--- config.mk ---
export PLATFORM = sky130hd
export DESIGN_NAME = bcd_seg_scanner
export DESIGN_NICKNAME = d
export VERILOG_FILES = /design/src/rtl/bcd_disp_pkg.sv /design/src/rtl/bcd_to_seg7.sv /design/src/rtl/bcd_seg_scanner.sv
export SDC_FILE = /design/constraint.sdc
export NUM_CORES = 1
export LEC_CHECK = 0
export CAP_MARGIN = 0
export CELL_PAD_IN_SITES_DETAIL_PLACEMENT = 1
export CELL_PAD_IN_SITES_GLOBAL_PLACEMENT = 1
export CORE_ASPECT_RATIO = 0.8
export CORE_MARGIN = 4
export CORE_UTILIZATION = 38
export DETAILED_ROUTE_END_ITERATION = 16
export PLACE_DENSITY_LB_ADDON = 0.1
export SYNTH_ARGS = -nofsm -noshare
export SYNTH_HDL_FRONTEND = slang
export SYNTH_SLANG_ARGS = --single-unit
export TNS_END_PERCENT = 1
--- constraint.sdc ---
create_clock -name clk -period 1.99 [get_ports clk]
set_input_delay 0.398 -clock clk [delete_from_list [all_inputs] [get_ports clk]]
set_output_delay 0.398 -clock clk [all_outputs]
set_load 0.03 [all_outputs]
--- src/rtl/bcd_disp_pkg.sv ---
// Shared types and 7-segment pattern constants for the BCD display scanner.
// Patterns are active-high {g,f,e,d,c,b,a}; polarity is applied at the outputs.
package bcd_disp_pkg;

    typedef enum logic [1:0] {
        SLOT_U = 2'd0,
        SLOT_T = 2'd1,
        SLOT_H = 2'd2
    } slot_t;

    typedef struct packed {
        logic [1:0] hunds;
        logic [3:0] tens;
        logic [3:0] units;
    } bcd3_t;

    localparam logic [6:0] SEG_0     = 7'h3F;
    localparam logic [6:0] SEG_1     = 7'h06;
    localparam logic [6:0] SEG_2     = 7'h5B;
    localparam logic [6:0] SEG_3     = 7'h4F;
    localparam logic [6:0] SEG_4     = 7'h66;
    localparam logic [6:0] SEG_5     = 7'h6D;
    localparam logic [6:0] SEG_6     = 7'h7D;
    localparam logic [6:0] SEG_7     = 7'h07;
    localparam logic [6:0] SEG_8     = 7'h7F;
    localparam logic [6:0] SEG_9     = 7'h6F;
    localparam logic [6:0] SEG_DASH  = 7'h40;
    localparam logic [6:0] SEG_BLANK = 7'h00;

    // Code fed to the decoder when the digit must render as a dash.
    localparam logic [3:0] CODE_DASH = 4'hF;

    function automatic logic [2:0] slot_enable(input slot_t s);
        case (s)
            SLOT_T:  return 3'b010;
            SLOT_H:  return 3'b100;
            default: return 3'b001;
        endcase
    endfunction

endpackage

--- src/rtl/bcd_to_seg7.sv ---
// Combinational BCD code to active-high 7-segment pattern; codes above 9 give a dash.
module bcd_to_seg7
    import bcd_disp_pkg::*;
(
    input  logic [3:0] code,
    output logic [6:0] pattern
);

    always_comb begin
        pattern = SEG_DASH;
        case (code)
            4'd0:    pattern = SEG_0;
            4'd1:    pattern = SEG_1;
            4'd2:    pattern = SEG_2;
            4'd3:    pattern = SEG_3;
            4'd4:    pattern = SEG_4;
            4'd5:    pattern = SEG_5;
            4'd6:    pattern = SEG_6;
            4'd7:    pattern = SEG_7;
            4'd8:    pattern = SEG_8;
            4'd9:    pattern = SEG_9;
            default: pattern = SEG_DASH;
        endcase
    end

endmodule

--- src/rtl/bcd_seg_scanner.sv ---
// Three-digit multiplexed 7-segment scanner with dead time, leading-zero
// blanking and frame-aligned commit of new hunds/tens/units values.
module bcd_seg_scanner
    import bcd_disp_pkg::*;
#(
    parameter int SCAN_DIV = 50000,
    parameter int DEAD_CYC = 16,
    parameter bit LZ_BLANK = 1'b1,
    parameter bit ACT_LOW  = 1'b1
) (
    input  logic       clk,
    input  logic       rst_n,
    input  logic       in_valid,
    output logic       in_ready,
    input  logic [1:0] hunds,
    input  logic [3:0] tens,
    input  logic [3:0] units,
    output logic [6:0] seg,
    output logic [2:0] an,
    output logic       frame_tick
);

    localparam int              CNT_W    = (SCAN_DIV > 1) ? $clog2(SCAN_DIV) : 1;
    localparam logic [CNT_W-1:0] CNT_LAST = CNT_W'(SCAN_DIV - 1);
    localparam logic [CNT_W-1:0] CNT_DEAD = CNT_W'(DEAD_CYC);

    function automatic logic [6:0] seg_pol(input logic [6:0] pat_hi);
        return pat_hi ^ {7{ACT_LOW}};
    endfunction

    function automatic logic [2:0] an_pol(input logic [2:0] en_hi);
        return en_hi ^ {3{ACT_LOW}};
    endfunction

    logic [CNT_W-1:0] div_cnt;
    logic             div_wrap;
    slot_t            slot_q;
    slot_t            slot_d;

    logic  pending;
    logic  accept;
    logic  commit;
    bcd3_t pend;
    bcd3_t disp;

    logic       h_blank;
    logic       t_blank;
    logic       digit_lit;
    logic       in_window;
    logic [3:0] digit_code;
    logic [2:0] an_sel;
    logic [6:0] pattern;

    logic [6:0] seg_p1;
    logic [2:0] an_p1;

    // Slot timing: divider and slot state
    assign div_wrap = (div_cnt == CNT_LAST);

    always_ff @(posedge clk) begin
        if (!rst_n) begin
            div_cnt <= '0;
        end else if (div_wrap) begin
            div_cnt <= '0;
        end else begin
            div_cnt <= div_cnt + 1'b1;
        end
    end

    always_ff @(posedge clk) begin
        if (!rst_n) begin
            slot_q <= SLOT_U;
        end else begin
            slot_q <= slot_d;
        end
    end

    always_comb begin
        slot_d     = slot_q;
        frame_tick = 1'b0;
        case (slot_q)
            SLOT_U: if (div_wrap) slot_d = SLOT_T;
            SLOT_T: if (div_wrap) slot_d = SLOT_H;
            SLOT_H: begin
                frame_tick = div_wrap;
                if (div_wrap) slot_d = SLOT_U;
            end
            default: slot_d = SLOT_U;
        endcase
    end

    // Update handshake; disp only changes at a frame boundary
    assign in_ready = !pending;
    assign accept   = in_valid && !pending;
    assign commit   = frame_tick && pending;

    always_ff @(posedge clk) begin
        if (!rst_n) begin
            pending <= 1'b0;
        end else if (commit) begin
            pending <= 1'b0;
        end else if (accept) begin
            pending <= 1'b1;
        end
    end

    always_ff @(posedge clk) begin
        if (accept) begin
            pend <= {hunds, tens, units};
        end
    end

    always_ff @(posedge clk) begin
        if (!rst_n) begin
            disp <= '0;
        end else if (commit) begin
            disp <= pend;
        end
    end

    // Digit select and blanking for the current slot
    always_comb begin
        h_blank    = LZ_BLANK && (disp.hunds == 2'd0);
        t_blank    = LZ_BLANK && (disp.hunds == 2'd0) && (disp.tens == 4'd0);
        digit_code = disp.units;
        digit_lit  = 1'b1;
        case (slot_q)
            SLOT_T: begin
                digit_code = disp.tens;
                digit_lit  = !t_blank;
            end
            SLOT_H: begin
                // hunds==3 is out of range for a 0-255 source; show it as a dash
                digit_code = (disp.hunds == 2'd3) ? CODE_DASH : {2'b00, disp.hunds};
                digit_lit  = !h_blank;
            end
            default: begin
                digit_code = disp.units;
                digit_lit  = 1'b1;
            end
        endcase
    end

    assign an_sel    = slot_enable(slot_q);
    assign in_window = (div_cnt >= CNT_DEAD);

    bcd_to_seg7 u_dec (
        .code    (digit_code),
        .pattern (pattern)
    );

    // Output register stage (p1)
    always_ff @(posedge clk) begin
        if (!rst_n) begin
            an_p1  <= an_pol(3'b000);
            seg_p1 <= seg_pol(SEG_BLANK);
        end else if (in_window && digit_lit) begin
            an_p1  <= an_pol(an_sel);
            seg_p1 <= seg_pol(pattern);
        end else begin
            an_p1  <= an_pol(3'b000);
            seg_p1 <= seg_pol(SEG_BLANK);
        end
    end

    assign seg = seg_p1;
    assign an  = an_p1;

endmodule

; After elaboration in Yosys (flattened, before gate mapping)
; Memories as Yosys holds them, arrays and structs flattened.
; Cells that the tools add are included.
[word_totals]
register_bits = 49
mem_count = 1
mem_bits_ro = 112
inputBits = 13
output_inout_bits = 12
[mem_list]
columns = memory, depth, word_bits, read_ports, rd_ports_with_merged_regs, write_ports, line_no
row1 = (no name shown), 16, 7, 1, 0, 0, bcd_to_seg7.sv:11  ; case (code)
[op_classes]
bitwise_logic = 3
add_sub_neg = 1
muxes = 9
n_eq_ne = 7
reduce_logical = 14
order_cmp = 1
[ops]
columns = cell, n
row1 = adder 16 x 1 -> 16 bit (second input constant), 1
row2 = == test 16 bit (second input constant), 1
row3 = greater-or-equal comparator 16 x 5 -> 1 bit (second input constant), 1
row4 = one-hot mux 4 bit (2 select lines), 1
row5 = NOT 7 bit, 1
row6 = two-way mux 2 bit, 3
row7 = != test 2 bit (second input constant), 3
row8 = one-hot mux 2 bit (3 select lines), 1
row9 = one-hot mux 3 bit (2 select lines), 1
row10 = == test 2 bit (second input constant), 2
row11 = logical AND 1 bit, 4
row12 = zero test 2 bit, 2
row13 = zero test 4 bit, 1
row14 = two-way mux 4 bit, 1
row15 = OR reduction 2 bit, 2
row16 = zero test 1 bit, 3
row17 = NOT 3 bit, 1
row18 = AND reduction 3 bit, 1
row19 = == test 2 x 1 -> 1 bit (second input constant), 1
row20 = one-hot mux 1 bit (2 select lines), 1
row21 = AND reduction 2 bit, 1
row22 = two-way mux 1 bit, 1
row23 = NOT 1 bit, 1

; Depth between registers and ports, before layout
[logic_depth]
word_depth = 6
depth_mapped = 10
mapped_depth_nobuf = 9

; Hierarchy
; Synthesis repeated with hierarchy kept, for this count alone.
[hier_totals]
cells_unflattened = 229
area_unflattened_um2 = 2242.2
[by_module_without_submodules]
columns = mod, area_each_um2, instances, cells_per_inst
row1 = bcd_seg_scanner, 2009.4, 1, 200
row2 = bcd_to_seg7, 232.7, 1, 29

; Worst setup path before layout
; Ideal clock, no wire load.
[synth_path]
path_type = reg-to-output
start = register div_cnt[11]
end = output frame_tick
path_stages_with_launch = 5
required_time_ps = 1592
path_slack_ps = -206
arrival_time_ps = 1798
path_buffers = 1
cell_sequence = dfxtp_1 or4_4 nor4_4 buf_2 and2_1
[synth_via]
elab_chain_len = 2
[synth_lines]
columns = item, line_no
row1 = "start, declared", bcd_seg_scanner.sv:35  ; logic [CNT_W-1:0] div_cnt;
row2 = "start signal, assigned", bcd_seg_scanner.sv:66  ; div_cnt <= div_cnt + 1'b1;
row3 = == test 16 bit, bcd_seg_scanner.sv:58  ; assign div_wrap = (div_cnt == CNT_LAST);
row4 = two-way mux 1 bit, bcd_seg_scanner.sv:81  ; case (slot_q)
row5 = "end, declared", bcd_seg_scanner.sv:20  ; output logic frame_tick
; No other way between the ends.

; Worst setup path in the final report
; Ends and elaborated chain as after synthesis.

==> out/results.txt <==
Net load switching power -> 371.2 uW
Die area -> 6950 sq um
Startpoint Class -> flop
Final setup violating endpoints -> 1
# H-tree levels -> 2
Yosys top cell area share -> 0.3622
IO Pins -> 25
Maximum VDD drop -> 0.0003799 V
IO Port Bufs -> 24
CP Cell Sequence -> or4_4, buf_4, nor4_4, and2_2, buf_4
Worst Path Arrival -> 1.82 ns
Failing checks -> setup timing
Synth cell count leaders -> dfxtp_1 (39), nor2_1 (23), nand3_1 (21)
Mapped Area -> 2156 sq um
Share of cells above drive strength 1 -> 0.1567
R2r endpoint -> seg[4]$_SDFF_PN1_
Number of global-route vias before repair -> 1676
Starting Density -> 0.3945
GR Util met2 -> 0.2314
Pwr dens -> 658.9 nW/um^2
Synth cell types -> 40
Vias per inst -> 4.980
Critical path class -> flop to output port
Avg Inst Size Synth -> 9.755 sq um
Final ANT Viol Nets -> 0
Diodes inserted -> 0
Post-Route Skew -> 0.005079 ns
Most used cell, CP -> buf_4
Post-synth EDFFs -> 10
Chip Width -> 92.21 um
Placed insts -> 338
TNS Setup -> -0.2244 ns
Num CTS Buffers -> 5
Count of final max-slew check failures -> 0
Min-Delay Path Class -> flop to flop
Final Wtd Congestion -> 0.7873
DR vias -> 1723
Max stage delay on crit path -> 0.53 ns
Critical Path Fanout Max -> 2
Ys flop type -> dfxtp_1
Largest cells by area after synthesis -> dfxtp_1 (36%), edfxtp_1 (14%), ha_1 (6.4%)
Num rows -> 24
Cell Count, Final, Fillers Out -> 346
Rel. slew slack -> 0.6386
Power Internal -> 1.445 mW
Drt wl/cell -> 14.51 um
Leakage power -> 0.9760 nW
Place WS -> -0.02772 ns
Tmin final -> 2.214 ns
Global route hottest layer -> met2
R2R setup slack -> 0.02 ns
Combinational Power Share -> 0.042
Max Cap Viol -> 0
GRT met3 Usage -> 0.03258
M1 GR Usage -> 0.2264
Root buffer cell -> clkbuf_8
Most frequent cell after synthesis -> dfxtp_1
Ys async rst share -> 0
Switching portion of total power -> 0.2044
RSZ-0062 raised after global routing -> true
Worst Setup SP -> div_cnt[11]$_SDFF_PP0_
Largest net degree at the start of global routing -> 17
Util after Layout -> 0.5044
Clock tree buffer depth -> 2
Slowest cell on crit path -> or4_4
Final worst path period share -> 1.113
Global-route usage over all layers -> 0.1542
Cells after Synth -> 221
TritonRoute pass-1 iters -> 4
Total of warnings raised by yosys -> 0
CTS tree -> done
Reg clk slew, reported paths -> 0.09 ns
DP Wirelength -> 3.759 mm
DR iter-0 viols -> 63
First-pass GRT wire length -> 8.487 mm
Sink Count -> 49
Data required, critical path -> 1.59 ns
Die height -> 75.37 um
Clk_lat worst skew -> 0.29 ns
Nets@finish -> 291
Yosys top cell by area -> dfxtp_1
Area grow syn2layout -> 27.86%
Post-route DRC -> 0
Final Hold Vio Count -> 0
Setup crit end -> frame_tick
Core area -> 5465 sq um
Sequential share of the synthesized area -> 0.5015
Status -> complete, but fails checks
Remaining global-route overflow -> 0
CP endpoint kind -> output port
Max Freq -> 0.4516 GHz
Syn nets -> 245
Worst R2R Path Depth -> 9
Tightest Pin Transition -> 0.5351 ns
Initial antenna violation count -> 0
Clock share of power -> 0.385
#FFs+latches synth -> 49
Seq pwr share -> 0.573
Hold_buf cts -> 0
Post-route setup slack -> -0.2244 ns
WL final -> 5.022 mm
R2R Path Start -> slot_q[1]$_SDFFE_PN0P_
## worst min path at each step
stage | start | endpoint | cells after the start
6_report | disp[2]$_SDFFE_PN0P_ | disp[2]$_SDFFE_PN0P_ | 2
5_1_grt | disp[2]$_SDFFE_PN0P_ | disp[2]$_SDFFE_PN0P_ | 2
4_1_cts | disp[2]$_SDFFE_PN0P_ | disp[2]$_SDFFE_PN0P_ | 2
3_5_place_dp | disp[0]$_SDFFE_PN0P_ | disp[0]$_SDFFE_PN0P_ | 2
3_3_place_gp | disp[0]$_SDFFE_PN0P_ | disp[0]$_SDFFE_PN0P_ | 2
2_1_floorplan | div_cnt[0]$_SDFF_PP0_ | div_cnt[0]$_SDFF_PP0_ | 1
## timing repair
item,CTS,global route
setup endpoints to repair,21,13
gates resized for setup,4,7
buffers inserted,0,0
pin swaps,0,1
## power groups by stage
stage	registers, mW	logic (mW)	clock network [mW]
detailed placement	1.06	0.0768	0
finish	1.04	0.0770	0.698
floorplan	1.06	0.0274	0
global placement	1.06	0.0754	0
CTS	1.04	0.0779	0.721
global route	1.04	0.0832	0.771
## cell usage in the layout, fill, tap and decap left out, drive strengths merged, types with 2 or more instances in the layout
| cell type | count |
|---|---|
| dfxtp | 39 |
| clkdlybuf4s50 | 23 |
| nand2 | 10 |
| or3 | 3 |
| edfxtp | 10 |
| and2 | 4 |
| or4 | 4 |
| inv | 11 |
| nor4 | 4 |
| clkbuf | 5 |
| a21oi | 7 |
| nor3 | 2 |
| nand4 | 7 |
| o21ai | 18 |
| o41ai | 2 |
| nand3 | 21 |
| and3 | 2 |
| o211ai | 2 |
| a21boi | 11 |
| buf | 22 |
| ha | 11 |
| nor2 | 23 |
| a21o | 3 |
| xnor2 | 9 |
| xor2 | 3 |
## worst max-delay path: cells and delay by family (launching register included)
| family | cells | cell delay [ns] |
|---|---|---|
| simple gates | 3 | 0.88 |
| flops | 1 | 0.33 |
| buf+inv | 2 | 0.31 |
## area by class of cell
| cell class | count | area [sq um] |
|---|---|---|
| multi-input combinational | 155 | 1031 |
| fill | 640 | 2709 |
| tap | 78 | 97.59 |
| clock buffer | 5 | 68.82 |
| timing repair buffer | 45 | 395.4 |
| sequential | 49 | 1081 |
| inverter | 11 | 41.29 |
| clock inverter | 3 | 41.29 |
## sequential cells by signal (all words and copies together) (netlist names)
signal / cells
slot_q: 2
pend: 10
an: 3
div_cnt: 16
seg: 7
disp: 10
pending: 1
## cells by family after synthesis
logic type	count (synthesis)	synth area share
adders and majority gates	11	0.06384
muxes	1	0.004643
buffers and inverters	17	0.03540
xor gates and xnor gates	12	0.04876
and+or+nand+nor	82	0.2002
DFF	49	0.5015
AOI/OAI and AO/OA	49	0.1457
## through the flow
| stage | area, sq um | power, mW | hold WS, ns |
|---|---|---|---|
| floorplan | 2160 | 1.090 | 0.4410 |
| global placement | 2615 | 1.138 | 0.4722 |
| detailed placement | 2615 | 1.141 | 0.4883 |
| CTS | 2735 | 1.840 | 0.5040 |
| global route | 2756 | 1.897 | 0.5310 |
| finish | 2756 | 1.816 | 0.4969 |
## per-layer routing
metal / up-vias / part of all wire
li1: 878 / -
met1: 809 / 0.54
met2: 30 / 0.42
met3: 6 / 0.034
met4: 0 / 0.010
met5: - / 0
No activity file was read; power rests on OpenSTA's default activity.
